**config.mk**
```make
export PLATFORM = sky130hd
export DESIGN_NAME = i2s_tx_scheduler
export DESIGN_NICKNAME = d
export VERILOG_FILES = /design/src/rtl/i2s_tx_scheduler.sv
export SDC_FILE = /design/constraint.sdc
export NUM_CORES = 1
export LEC_CHECK = 0
export BUFFER_PORTS_ARGS = -buffer_cell sky130_fd_sc_hd__buf_2
export CORE_MARGIN = 1
export CORE_UTILIZATION = 46
export DETAILED_ROUTE_END_ITERATION = 10
export GPL_TIMING_DRIVEN = 1
export PLACE_DENSITY_LB_ADDON = 0.15
export SLEW_MARGIN = 30
export SYNTH_ARGS = -nofsm -noshare
export SYNTH_HDL_FRONTEND = slang
export SYNTH_SLANG_ARGS = --single-unit
```
**constraint.sdc**
```tcl
create_clock -name clk -period 5.4 [get_ports clk]
set_clock_uncertainty 0.05 [all_clocks]
set_input_delay 0.54 -clock clk [delete_from_list [all_inputs] [get_ports clk]]
set_output_delay 0.54 -clock clk [all_outputs]
set_load 0.005 [all_outputs]
```
**src/rtl/i2s_tx_scheduler.sv**
```systemverilog
// i2s_tx_scheduler: schedules fixed-length bursts of generator or external words
// onto a registered valid/ready stream towards an I2S sender.
module i2s_tx_scheduler #(
   parameter int DATA_WIDTH = 24,
   parameter int BURST_LEN  = 20
) (
   input  logic                  clk,
   input  logic                  rst_n,
   input  logic                  enable,
   input  logic                  sel_ext,
   input  logic [DATA_WIDTH-1:0] gen_data,
   output logic                  gen_step,
   input  logic [DATA_WIDTH-1:0] ext_data,
   input  logic                  ext_valid,
   output logic                  ext_ready,
   output logic [DATA_WIDTH-1:0] tx_data,
   output logic                  tx_valid,
   input  logic                  tx_ready,
   output logic                  tx_channel,
   output logic                  active_src,
   output logic                  burst_done,
   output logic [15:0]           underflow_cnt
);
   localparam int IW = (BURST_LEN > 2) ? $clog2(BURST_LEN) : 1;
   typedef enum logic {IDLE, RUN} state_t;
   state_t state, state_nx;
   logic [IW-1:0] word_idx;
   logic xfer, last, start, load, src;
   assign tx_channel = word_idx[0];
   always_comb begin
      state_nx  = state;
      start     = (state == IDLE) && enable;
      xfer      = (state == RUN) && tx_ready;
      last      = xfer && (word_idx == IW'(BURST_LEN - 1));
      // the final transfer of a burst preloads the next burst only if enable holds
      load      = rst_n && (start || (xfer && (!last || enable)));
      src       = (state == IDLE || last) ? sel_ext : active_src;
      gen_step  = load && !src;
      ext_ready = load && src && ext_valid;
      if (start)
         state_nx = RUN;
      else if (last && !enable)
         state_nx = IDLE;
   end
   always_ff @(posedge clk or negedge rst_n) begin
      if (!rst_n) begin
         state         <= IDLE;
         tx_data       <= '0;
         tx_valid      <= 1'b0;
         word_idx      <= '0;
         active_src    <= 1'b0;
         burst_done    <= 1'b0;
         underflow_cnt <= '0;
      end else begin
         state      <= state_nx;
         tx_valid   <= (state_nx == RUN);
         burst_done <= last;
         if (load) begin
            tx_data <= !src ? gen_data : (ext_valid ? ext_data : '0);
            if (src && !ext_valid && underflow_cnt != 16'hFFFF)
               underflow_cnt <= underflow_cnt + 16'd1;
         end
         if (start) begin
            active_src <= sel_ext;
            word_idx   <= '0;
         end else if (xfer) begin
            word_idx <= last ? '0 : word_idx + 1'b1;
            if (last && enable)
               active_src <= sel_ext;
         end
      end
   end
endmodule

```
# After elaboration in Yosys (flattened, before gate mapping)
# Index checks and enable logic that the tools add are counted.
[classes]
n_reduce_logical = 24
n_bitwise = 1
muxes = 11
n_addsub = 2
n_eq_ne = 2
[ops]
columns = ["operator", "count"]
rows = [
  ["two-way mux 24 bit", 2],
  ["adder 16 x 1 -> 16 bit (second input constant)", 1],
  ["!= test 16 bit (second input constant)", 1],
  ["two-way mux 5 bit", 3],
  ["logical AND 1 bit", 12],
  ["two-way mux 1 bit", 6],
  ["nonzero test 2 bit", 3],
  ["adder 5 x 1 -> 5 bit (second input constant)", 1],
  ["== test 5 bit (second input constant)", 1],
  ["logical NOT 1 bit", 4],
  ["AND reduction 2 bit", 2],
  ["logical OR 1 bit", 3],
  ["NOT 1 bit", 1],
]
[totals]
reg_bits = 48

# Depth between registers and ports, before layout
[logic_depth]
ltp_word = 9
mapped_depth = 8
ltp_nobuf = 6

# Least setup slack after synthesis
# Ideal clock, no wire load.
[synth_path]
path_type = "reg2out"
startpoint = "register word_idx[0]"
endpoint = "output port ext_ready"
required_time_ns = 4.810
path_slack_ns = 3.004
n_path_buf = 2
arrival_time_ns = 1.806
path_stages_with_launch = 8
path_cell_list = "dfrtp_1 ha_1 nand4b_1 o31a_1 o32ai_4 and2_1 buf_4 buf_4"
[synth_between]
elab_chain_cells = 9
elab_cells_between_ends = 11
cone_classes = "eq/ne: 1; mux: 1; reduce/logical: 9"
[synth_lines]
columns = ["item", "line", "rtl"]
rows = [
  ["start: declaration", "27", "logic [IW-1:0] word_idx;"],
  ["start signal: assignment", "67", "word_idx <= last ? '0 : word_idx + 1'b1;"],
  ["== test 5 bit *", "34", "last = xfer && (word_idx == IW'(BURST_LEN - 1));"],
  ["logical AND 1 bit *", "34", ""],
  ["logical NOT 1 bit", "36", "load = rst_n && (start || (xfer && (!last || enable)));"],
  ["logical OR 1 bit", "36", ""],
  ["logical AND 1 bit", "36", ""],
  ["logical OR 1 bit", "36", ""],
  ["logical AND 1 bit", "36", ""],
  ["logical AND 1 bit * (2 in series)", "39", "ext_ready = load && src && ext_valid;"],
  ["end: declaration", "15", "output logic ext_ready,"],
]
# Every way passes the cells marked *; elsewhere a longest branch is shown, timed or not.

# Worst setup path after layout
# Same ends and word-level chain as after synthesis.

==> results.md <==
* Post-CTS Setup Inserts at 0
* Reg2reg setup slack at 2.89 ns
* Synth Net Count at 252
* Clock Latency Late Sink at 0.30 ns
* Post-DP HPWL at 3.71 mm
* CTS root buffer: clkbuf_8
* Layout net count at 350
* Vias after detailed routing at 1941
* Min Tclk post-route at 3.24 ns
* Sw Share at 28.5%
* Cell taking the most area after synthesis: dfrtp_1
* Final Wtd Congestion at 0.742
* Io pins at 100
* Clk network pwr share at 27.7%
* Initial antenna violation count at 0
* Post-route cell area at 0.00293 mm²
* Fin. Hold Viols at 0
* Fin Setup TNS at 0 ns
* Dpl ws at 2.27 ns
* Antenna cells at 0
* GR Overflow Total at 0
* Fraction of registers with async set/reset at 100%
* Post-CTS sizing at 0
* Routed wire per std cell at 14.9 µm
* Overall routed net length at 5.39 mm
* Startpoint types: flip-flop
* Worst hold path class: in -> async
* # fillers at 446
* Cell count after placement at 354
* Max cap viols at 0
* #FFs+latches synth at 48
* Die span in x at 72.4 µm
* Cell Area, Placed at 0.00282 mm²
* Pwr Density at 317 mW/mm²
* TritonCTS clock tree: done
* Worst-margin pin slew at 0.646 ns
* Vias/cell at 5.36
* Share of cells above drive strength 1 at 38.6%
* WS Path Type: reg -> out
* Fin util at 61.6%
* Most common cell in the synthesized netlist: dfrtp_1
* Setup-failing EPs final at 0
* Non-Filler Instances at 362
* Clk slew on worst S/H paths at 0.09 ns
* Drt drc at 0
* Static leakage at 1.48 nW
* CP Data Required Time at 4.81 ns
* CP Capture Type: primary output
* Fin. max-slew vios at 0
* Register area share after synthesis at 52.7%
* NetSw at 265 µW
* RSZ-0062 raised after global routing: false
* Core Box Area at 0.00475 mm²
* Top cells by count, synth: 48 x dfrtp_1, 27 x and2_1, 24 x a221o_1, 15 x xnor2_1, 11 x nand4_1
* Reg2Reg Launch Point: word_idx[0]
* Syn avg cell area at 11.6 µm²
* Area contributors post-synth: dfrtp_1 53%, a221o_1 11%, and2_1 7.4%
* Worst-case clock buffer depth at 2
* Post-synth EDFFs at 0
* Site Rows at 25
* Area share of the largest cell type after synthesis at 52.7%
* Die height at 72.4 µm
* Final worst setup slack at 2.16 ns
* R2R cell count at 7
* Gr usage total at 21.4%
* Area Overhead vs Synth at 28.6%
* IO Port Bufs at 99
* Worst Setup SP: word_idx[0]
* Logic pwr share at 22.4%
* Internal at 665 µW
* DR iter-0 viols at 101
* FF-to-FF End: tx_data[8]
* Critical Path AT at 2.65 ns
* Sequential cell fraction of total power at 49.9%
* Hold-fix buffers at CTS at 0
* Die ar. at 0.00524 mm²
* H-tree levels at 2
* Cell area after synthesis at 0.00228 mm²
* First-pass GRT wire length at 8.57 mm
* Largest net degree at the start of global routing at 51
* Period utilization at 60.1%
* Synthesized instance count at 196
* Fmax at 308 MHz
* Cell variety after synth at 32
* Top_reg_cell synth: dfrtp_1
* Antenna Nets Post-Route at 0
* Peak supply drop at 0.000250 V
* Total CTS buffers at 5
* Slew headroom at 57.0%
* Starting Density at 47.9%
* YS warnings at 0
* Vias in the first global route at 1823
* CP max FO at 25
* Drt first pass iters at 4
* Num Clock Sinks at 48
* Status: completed
-- placed cells by master, fill, tap and decap left out, drive strengths merged, types with 3 or more instances in the layout --
cell type,n
nand2,9
nor2,4
clkbuf,6
xnor2,15
inv,3
nand3,7
o21ai,8
nand4,11
and3,7
buf,102
and4,4
dfrtp,48
and2,27
a221o,24
-- cells by family after synthesis --
kind of cell | after synthesis | share of synthesized area, %
AND/OR/NAND/NOR | 75 | 19.7
flip-flops | 48 | 52.7
AO/OA/AOI/OAI | 38 | 15.8
XOR/XNOR | 17 | 6.54
buffers and inverters | 14 | 3.02
multiplexers | 2 | 1.10
adder cells (fa/ha/maj) | 2 | 1.10
-- power by group through the flow --
| stage | registers [mW] | clock network [mW] | logic (mW) |
|---|---|---|---|
| after floorplan | 0.461 | 0 | 0.117 |
| after global placement | 0.467 | 0 | 0.205 |
| after detailed placement | 0.469 | 0 | 0.210 |
| after CTS | 0.463 | 0.267 | 0.212 |
| after global routing | 0.473 | 0.278 | 0.235 |
| final | 0.464 | 0.257 | 0.209 |
-- through the flow --
stage	total power, mW	hold WS (ns)
after global placement	0.673	0.430
after detailed placement	0.679	0.435
after CTS	0.941	0.303
after floorplan	0.578	0.194
final	0.930	0.284
after global routing	0.986	0.330
-- sequential cells by signal (all words and copies together) (netlist names) --
signal,cells
active_src,1
word_idx,5
state,1
underflow_cnt,16
tx_data,24
burst_done,1
-- area by class of cell --
class / count / area (µm²) / share of cell area (%)
clock buffer: 6 / 72.6 / 2.48
sequential: 48 / 1200 / 41.0
tap: 67 / 83.8 / 2.86
timing repair buffer: 102 / 518 / 17.7
clock inverter: 2 / 35.0 / 1.20
inverter: 3 / 11.3 / 0.384
multi-input combinational: 134 / 1010 / 34.4
-- worst max-delay path, cell delays in order (launching register included) --
cell and delay (ns):
dfrtp_1 0.41, ha_1 0.23, nand4b_1 0.20, o31a_1 0.33, o32ai_4 0.52, and2_1 0.21
buf_4 0.28, buf_2 0.17
-- worst max path at each step --
stage          depth (start not counted)        end
4_1_cts                                7  ext_ready
2_1_floorplan                          7  ext_ready
3_3_place_gp                           7  ext_ready
3_5_place_dp                           7  ext_ready
6_report                               7  ext_ready
5_1_grt                                7  ext_ready
-- layer usage --
layer / share of wire [%] / GRT usage (%) / wire [µm] / vias to the layer above
li1: - / - / - / 923
met5: 0 / 0 / 0 / -
met1: 46 / 29.3 / 2460 / 927
met2: 47 / 32.2 / 2510 / 80
met3: 5.7 / 5.28 / 308 / 11
met4: 2.0 / 9.59 / 109 / 0
Power figures use the tool's default switching activity.
